File: src/rtl/uart_rx.sv
// uart_rx: 8N1 asynchronous serial receiver with a one-entry valid/ready
// holding register and sticky framing/overrun flags.
// Optional macro UART_RX_PARITY_EN switches the frame to 8E1 and drives parity_err.
module uart_rx #(
  parameter int unsigned Clock = 50,      // system clock in MHz
  parameter int unsigned Baud  = 115200   // line rate in bit/s
) (
  input  logic       clk,
  input  logic       rst,
  input  logic       rxd,
  output logic [7:0] rx_data,
  output logic       rx_valid,
  input  logic       rx_ready,
  output logic       frame_err,
  output logic       overrun,
  input  logic       err_clr,
  output logic       parity_err,
  output logic       busy
);

  localparam int unsigned CLKS_PER_BIT = (Clock * 1000000) / Baud;
  localparam int unsigned CntW         = $clog2(CLKS_PER_BIT);
  localparam logic [CntW-1:0] CntHalf  = CntW'(CLKS_PER_BIT / 2 - 1);
  localparam logic [CntW-1:0] CntLast  = CntW'(CLKS_PER_BIT - 1);

  typedef enum logic [2:0] {StIdle, StStart, StData, StParity, StStop} state_e;

  state_e          state;
  logic [CntW-1:0] baud_cnt;
  logic [2:0]      bit_cnt;
  logic [7:0]      shift;
  logic            rxd_m;
  logic            rxd_s;
  // Line must be seen high in IDLE before a falling edge counts as a start bit;
  // stops a held-low line (break) from retriggering frames.
  logic            armed;

  // Two-flop synchroniser for the asynchronous line; resets to idle-high
  always_ff @(posedge clk or posedge rst) begin
    if (rst) begin
      rxd_m <= 1'b1;
      rxd_s <= 1'b1;
    end else begin
      rxd_m <= rxd;
      rxd_s <= rxd_m;
    end
  end

  // Receive FSM, baud timing, holding register and sticky flags
  always_ff @(posedge clk or posedge rst) begin
    if (rst) begin
      state     <= StIdle;
      baud_cnt  <= '0;
      bit_cnt   <= '0;
      shift     <= '0;
      armed     <= 1'b0;
      rx_data   <= 8'h00;
      rx_valid  <= 1'b0;
      frame_err <= 1'b0;
      overrun   <= 1'b0;
      busy      <= 1'b0;
`ifdef UART_RX_PARITY_EN
      parity_err <= 1'b0;
`endif
    end else begin
      if (rx_valid && rx_ready) begin
        rx_valid <= 1'b0;
      end
      // Clears first so a set event later in this block wins
      if (err_clr) begin
        frame_err <= 1'b0;
        overrun   <= 1'b0;
`ifdef UART_RX_PARITY_EN
        parity_err <= 1'b0;
`endif
      end
      baud_cnt <= (baud_cnt == CntLast) ? '0 : baud_cnt + 1'b1;

      unique case (state)
        StIdle: begin
          baud_cnt <= '0;
          if (rxd_s) begin
            armed <= 1'b1;
          end else if (armed) begin
            state <= StStart;
            busy  <= 1'b1;
          end
        end
        StStart: begin
          if (baud_cnt == CntHalf) begin
            baud_cnt <= '0;
            if (rxd_s) begin
              // Glitch: line back high at mid start bit
              state <= StIdle;
              busy  <= 1'b0;
              armed <= 1'b1;
            end else begin
              state   <= StData;
              bit_cnt <= '0;
            end
          end
        end
        StData: begin
          if (baud_cnt == CntLast) begin
            shift   <= {rxd_s, shift[7:1]};
            bit_cnt <= bit_cnt + 3'd1;
            if (bit_cnt == 3'd7) begin
`ifdef UART_RX_PARITY_EN
              state <= StParity;
`else
              state <= StStop;
`endif
            end
          end
        end
`ifdef UART_RX_PARITY_EN
        StParity: begin
          if (baud_cnt == CntLast) begin
            if ((^shift) ^ rxd_s) begin
              parity_err <= 1'b1;
            end
            state <= StStop;
          end
        end
`endif
        StStop: begin
          if (baud_cnt == CntLast) begin
            if (!rxd_s) begin
              frame_err <= 1'b1;
            end
            armed <= rxd_s;
            // Byte is delivered even with a bad stop bit
            if (!rx_valid || rx_ready) begin
              rx_data  <= shift;
              rx_valid <= 1'b1;
            end else begin
              overrun <= 1'b1;
            end
            state <= StIdle;
            busy  <= 1'b0;
          end
        end
        default: begin
          state <= StIdle;
          busy  <= 1'b0;
        end
      endcase
    end
  end

`ifndef UART_RX_PARITY_EN
  assign parity_err = 1'b0;
`endif

endmodule
File: config.mk
export PLATFORM = sky130hd
export DESIGN_NAME = uart_rx
export DESIGN_NICKNAME = d
export VERILOG_FILES = /design/src/rtl/uart_rx.sv
export SDC_FILE = /design/constraint.sdc
export NUM_CORES = 1
export LEC_CHECK = 0
export ABC_AREA = 1
export BUFFER_PORTS_ARGS = -buffer_cell sky130_fd_sc_hd__buf_2
export CORE_UTILIZATION = 40
export DETAILED_ROUTE_END_ITERATION = 8
export SLEW_MARGIN = 20
export SYNTH_ARGS = -nofsm -noshare
export SYNTH_HDL_FRONTEND = slang
export SYNTH_SLANG_ARGS = --single-unit
File: constraint.sdc
create_clock -name clk -period 1.7 [get_ports clk]
set_input_delay 0.34 -clock clk [delete_from_list [all_inputs] [get_ports clk]]
set_output_delay 0.34 -clock clk [all_outputs]
set_load 0.01 [all_outputs]
==> results of run 1 <==
[flip-flops by register name, summed over array words and instances (netlist names)]
signal     cells
bit_cnt        3
armed          1
baud_cnt       9
rx_valid       1
rx_data        8
shift          8
state          3
rxd_s          1
frame_err      1
busy           1
overrun        1
rxd_m          1
[Yosys cell counts, drive strengths merged]
cell type,n
nand2,64
dfrtp,36
inv,30
nor2,22
o21ai,19
nand3,15
ha,5
xor2,4
buf,3
a21oi,2
dfstp,2
nand4,2
a31oi,1
conb,1
xnor2,1
[through the flow]
step / instance area, um^2 / hold slack (ps) / instances
after global routing: 2020 / 139 / 282
after global placement: 1940 / 347 / 274
after CTS: 2020 / 141 / 282
final: 2020 / 146 / 282
after detailed placement: 1940 / 354 / 274
after floorplan: 1800 / 344 / 207
[metal layers]
metal  routed length [um]  part of all wire, %
met1                 1460                   51
met2                 1250                   44
met3                   81                  2.8
met4                   57                  2.0
met5                    0                    0
[power by group]
group / total [mW] / internal (mW) / switching (mW)
Clock: 0.587 / 0.284 / 0.303
Sequential: 1.06 / 0.988 / 0.0723
Combinational: 0.547 / 0.178 / 0.369
[final timing paths]
path,start,end,slack (ps),depth (start not counted)
worst min-delay path,rst,frame_err,150,3
min in group clk,rxd,rxd_m,150,1
worst max register to register,baud_cnt[1],shift[6],210,9
worst max-delay path,baud_cnt[1],shift[6],210,9
worst min register to register,rxd_m,rxd_s,360,0
max in group asynchronous,rst,rxd_m,1190,3
[cell type report]
cell class                      count  area (um^2)  share of cell area, %
Clock buffer                        6         72.6                   3.59
Clock inverter                      2         10.0                  0.495
Inverter                           30          113                   5.57
Multi-Input combinational cell    136          713                   35.3
Sequential cell                    38          953                   47.2
Tap cell                           52         65.1                   3.22
Timing Repair Buffer               18         95.1                   4.70
[cell families after synthesis]
group,share of synthesized area (%)
AOI/OAI and AO/OA,7.43
xor gates and xnor gates,2.43
adders and majority gates,3.47
buffers and inverters,7.70
DFF,52.9
other,0.208
and+or+nand+nor,25.9
[worst reg2reg max path, cell delays in order, from the launching register on]
cell and delay [ps]:
dfrtp_1 400, inv_1 80, ha_1 130, nand2_1 50, nor2_2 150, nand2_4 130, nor2_4 140, buf_4 180
nand2_1 60, o21ai_0 80
==> out/results.tsv, run 1 <==
stage	metric	value	unit
cts	postcts setup bufs	0	
cts	CTS H-Tree Depth	2	
route	via total after detailed routing	1270	
cts	CTS tree	yes	
route	post-route antenna net violation count	0	
floorplan	Row Count	24	
yosys	Mean Syn Cell Area	8.71	um^2
layout	most common cell after layout, fill and taps aside	nand2_1	
grt	GRT Util Overall	14.3	%
route	DRT iter0 DRCs	56	
yosys	Mapped Area	1800	um^2
timing	crit path time final	1490	ps
power_and_ir_drop	Tot Pwr	2.19	mW
setup_path	Critical Path AT	1680	ps
yosys	Synth area leader	dfrtp_1	
setup_path	Critical Path End Type	flip-flop	
setup_path	CP delay by family, top	simple AND/OR/NAND/NOR gates	
setup_path	CP max stage delay	400	ps
grt	GRT busiest layer	met2	
timing	final hold viol count	0	
floorplan	width of the die	69.1	um
floorplan	IO Pins	18	
place	post-DP HPWL	2100	um
place	GPL Wtd Cong	0.816	
grt	largest net degree at the start of global routing	39	
yosys	leading cell types by total area after synthesis	dfrtp_1 (50%), nand2_1 (12%), inv_1 (6.2%)	
setup_path	CP Buf/Inv Count	2	
grt	initial antenna violation count	0	
grt	total gr overflow	0	
layout	most frequent cells in the layout	nand2_1 (58), dfrtp_1 (36), inv_1 (30), nor2_1 (18), buf_2 (16)	
hold_path	Hold Path Class	in2async	
cts	clk_lat worst skew	290	ps
floorplan	Die Ht	69.1	um
cts	Root Driver	clkbuf_8	
timing	Max Freq	672	MHz
timing	final setup fails	0	
timing	max-slew violations	0	
grt	met1 usage	18.8	%
floorplan	area of the core	4350	um^2
setup_path	largest fanout on the critical path	12	
yosys	Seq/Total Area, Yosys	52.9	%
timing	setup ws final	212	ps
power_and_ir_drop	Pwr Density	1080	nW/um^2
cts	clock buffer count from CTS	5	
floorplan	Starting Density	41.4	%
setup_path	critical path, cell by cell	inv_1, ha_1, nand2_1, nor2_2, nand2_4, nor2_4, buf_4, nand2_1, o21ai_0	
yosys	Synth top area share	50.0	%
grt	vias in the first global route	1282	
place	pre-CTS setup slack	128	ps
timing	Final Cycle Share	87.5	%
cts	Sink Count	38	
timing	Final Skew	8.86	ps
route	Post-route DRC	0	
cts	Clock Path Buffers	2	
timing	Fin Setup TNS	0	ps
layout	final core occ	46.4	%
timing	RSZ-0062 raised after global routing	no	
yosys	Syn Nets	217	
route	routed vias/inst	4.50	
setup_path	Startpoint Class	flip-flop	
floorplan	die footprint	4780	um^2
layout	share of cells above drive strength 1	18.7	%
layout	Final nets	239	
place	PortBufs	16	
grt	global-route wire length before repair	5420	um
cts	CTS Hold Buffers Added	0	
route	Routed Wire Length	2850	um
power_and_ir_drop	leakage	1.09	nW
power_and_ir_drop	VDD IR max	0.390	mV
yosys	Mapped Cells	207	
setup_path	Critical Path RT	1890	ps
yosys	Yosys warnings	0	
layout	Synth-to-Final Area Change	12.1	%
setup_path	CP max stage cell	dfrtp_1	
cts	Clock Pin Slew Worst Setup and Hold Paths	80	ps
run	Max-cap violations	0	
setup_path	CP dominant cell by count	nand2_1	
yosys	Cell variety after synth	22	
layout	fillers	422	
layout	ANT cells	0	
grt	M2 GR Usage	21.5	%
yosys	synthesized flop and latch total	38	
setup_path	worst setup path class	reg2reg	
cts	post-CTS resize count	0	
outcome	status	finished, final reports clean	
route	TritonRoute pass-1 iters	4	
route	drt wl/cell	10.1	um
grt	met3 Use GR	4.82	%
No activity file was read; power rests on OpenSTA's default activity.
==> inputs of run 2 (changes only) <==
- clock period: 1.7 -> 1.6 ns (I/O delays scaled with it)
==> run 2 against run 1 <==
  * Clock power is 5.6% higher
  * Register-to-register slack lost 70 ps
  * Via count grew 1.9%
==> out/results.tsv, run 2 (synthesis gave the netlist of run 1 again) <==
stage	metric	value	unit
outcome	status	finished, final reports clean	
grt	GRT Util Overall	13.8	%
layout	Top Registers	baud_cnt: 9 flops, rx_data: 8 flops, shift: 8 flops	
cts	Clock Pin Slew Worst Setup and Hold Paths	80	ps
floorplan	area of the core	4350	um^2
run	Max-cap violations	0	
route	DRT iter0 DRCs	80	
place	pre-CTS setup slack	35.7	ps
layout	Final nets	244	
layout	ANT cells	0	
cts	clk_lat worst skew	290	ps
floorplan	Die Ht	69.1	um
grt	global-route wire length before repair	5280	um
place	GPL Wtd Cong	0.794	
setup_path	largest fanout on the critical path	8	
timing	Final Skew	11.2	ps
timing	Final Cycle Share	91.2	%
floorplan	width of the die	69.1	um
cts	Root Driver	clkbuf_8	
power_and_ir_drop	Pwr Density	1140	nW/um^2
setup_path	worst setup path class	reg2reg	
grt	largest net degree at the start of global routing	39	
place	post-DP HPWL	2090	um
layout	share of cells above drive strength 1	22.1	%
grt	total gr overflow	0	
floorplan	die footprint	4780	um^2
timing	Max Freq	685	MHz
timing	setup ws final	140	ps
route	Routed Wire Length	2940	um
timing	final setup fails	0	
floorplan	Row Count	24	
route	post-route antenna net violation count	0	
route	TritonRoute pass-1 iters	4	
layout	final core occ	47.6	%
setup_path	Startpoint Class	flip-flop	
setup_path	Critical Path AT	1630	ps
layout	Synth-to-Final Area Change	15.1	%
place	Area after DPL	1940	um^2
cts	Sink Count	38	
hold_path	Hold Path Class	in2async	
setup_path	Critical Path RT	1770	ps
setup_path	Critical Path End Type	flip-flop	
timing	final hold viol count	0	
layout	most common cell after layout, fill and taps aside	nand2_1	
floorplan	Starting Density	41.4	%
layout	max reg flops	9	
layout	post-route design area	2070	um^2
route	via total after detailed routing	1294	
floorplan	IO Pins	18	
cts	CTS tree	yes	
cts	CTS H-Tree Depth	2	
route	Post-route DRC	0	
route	drt wl/cell	10.3	um
cts	clock buffer count from CTS	5	
timing	Fin Setup TNS	0	ps
cts	Clock Path Buffers	2	
power_and_ir_drop	VDD IR max	0.536	mV
timing	max-slew violations	0	
layout	most frequent cells in the layout	nand2_1 (57), dfrtp_1 (36), inv_1 (28), nor2_1 (18), buf_2 (16)	
timing	crit path time final	1460	ps
route	routed vias/inst	4.51	
layout	fillers	439	
place	PortBufs	16	
layout	Top reg by flops	baud_cnt	
timing	RSZ-0062 raised after global routing	no	
grt	vias in the first global route	1221	
power_and_ir_drop	Tot Pwr	2.35	mW
grt	initial antenna violation count	0	
power_and_ir_drop	leakage	1.12	nW
cts	CTS Hold Buffers Added	0	
run 2: changes by cell type in the layout (fill, tap and decap cells not counted):
| cell | before | now |
|---|---|---|
| o21ai_0 | 13 | 10 |
| o21ai_2 | 6 | 7 |
| buf_6 | 0 | 1 |
| o21ai_1 | 0 | 2 |
| buf_4 | 2 | 6 |
| nand2_4 | 2 | 3 |
| nand2_1 | 58 | 57 |
| inv_2 | 0 | 2 |
| inv_1 | 30 | 28 |
run 2: repair_timing:
action / in CTS / in global routing
resized for setup: 0 / 10
setup buffers: 0 / 4
endpoints found under the setup margin: 0 / 24
run 2: path summary, 6_finish.rpt:
path | startpoint | end | slack, ps | cells after the start
max | baud_cnt[1] | busy | 140 | 10
min | rst | rx_data[7] | 130 | 3
max reg2reg | baud_cnt[1] | busy | 140 | 10
min reg2reg | rxd_m | rxd_s | 360 | 0
max in group asynchronous | rst | rxd_m | 1110 | 3
min in group clk | rxd | rxd_m | 130 | 1
run 2: layout make-up:
| class | count | area [um^2] | share of cell area (%) |
|---|---|---|---|
| clock buffer | 6 | 72.6 | 3.50 |
| timing repair buffer | 23 | 136 | 6.57 |
| sequential | 38 | 953 | 46.0 |
| clock inverter | 2 | 10.0 | 0.483 |
| multi-input combinational | 136 | 724 | 34.9 |
| tap | 52 | 65.1 | 3.14 |
| inverter | 30 | 113 | 5.43 |
run 2: worst max-delay path: stages, from the launching register on:
cell and delay [ps]:
dfrtp_1 400, inv_2 60, ha_1 130, nand2_1 60, nor2_2 130, nand2_4 130
buf_4 160, nand2_2 80, nand3_1 80, nand2_1 60, nand2_1 50
run 2: per-stage QoR:
step,std cells,hold slack (ps)
final,287,131
after global routing,287,111
after CTS,283,117
after detailed placement,275,347
after global placement,275,346
after floorplan,207,324
run 2: layer usage:
layer / vias to the layer above / part of all wire [%] / global-route usage, %
li1: 689 / - / -
met3: 4 / 2.6 / 4.39
met2: 15 / 42 / 20.3
met4: 0 / 1.4 / 5.44
met5: - / 0 / 0
met1: 586 / 54 / 19.0
run 2: power breakdown:
part           total, mW  internal, mW  switching, mW
registers           1.13          1.05         0.0778
logic              0.607         0.195          0.412
clock network      0.620         0.302          0.318
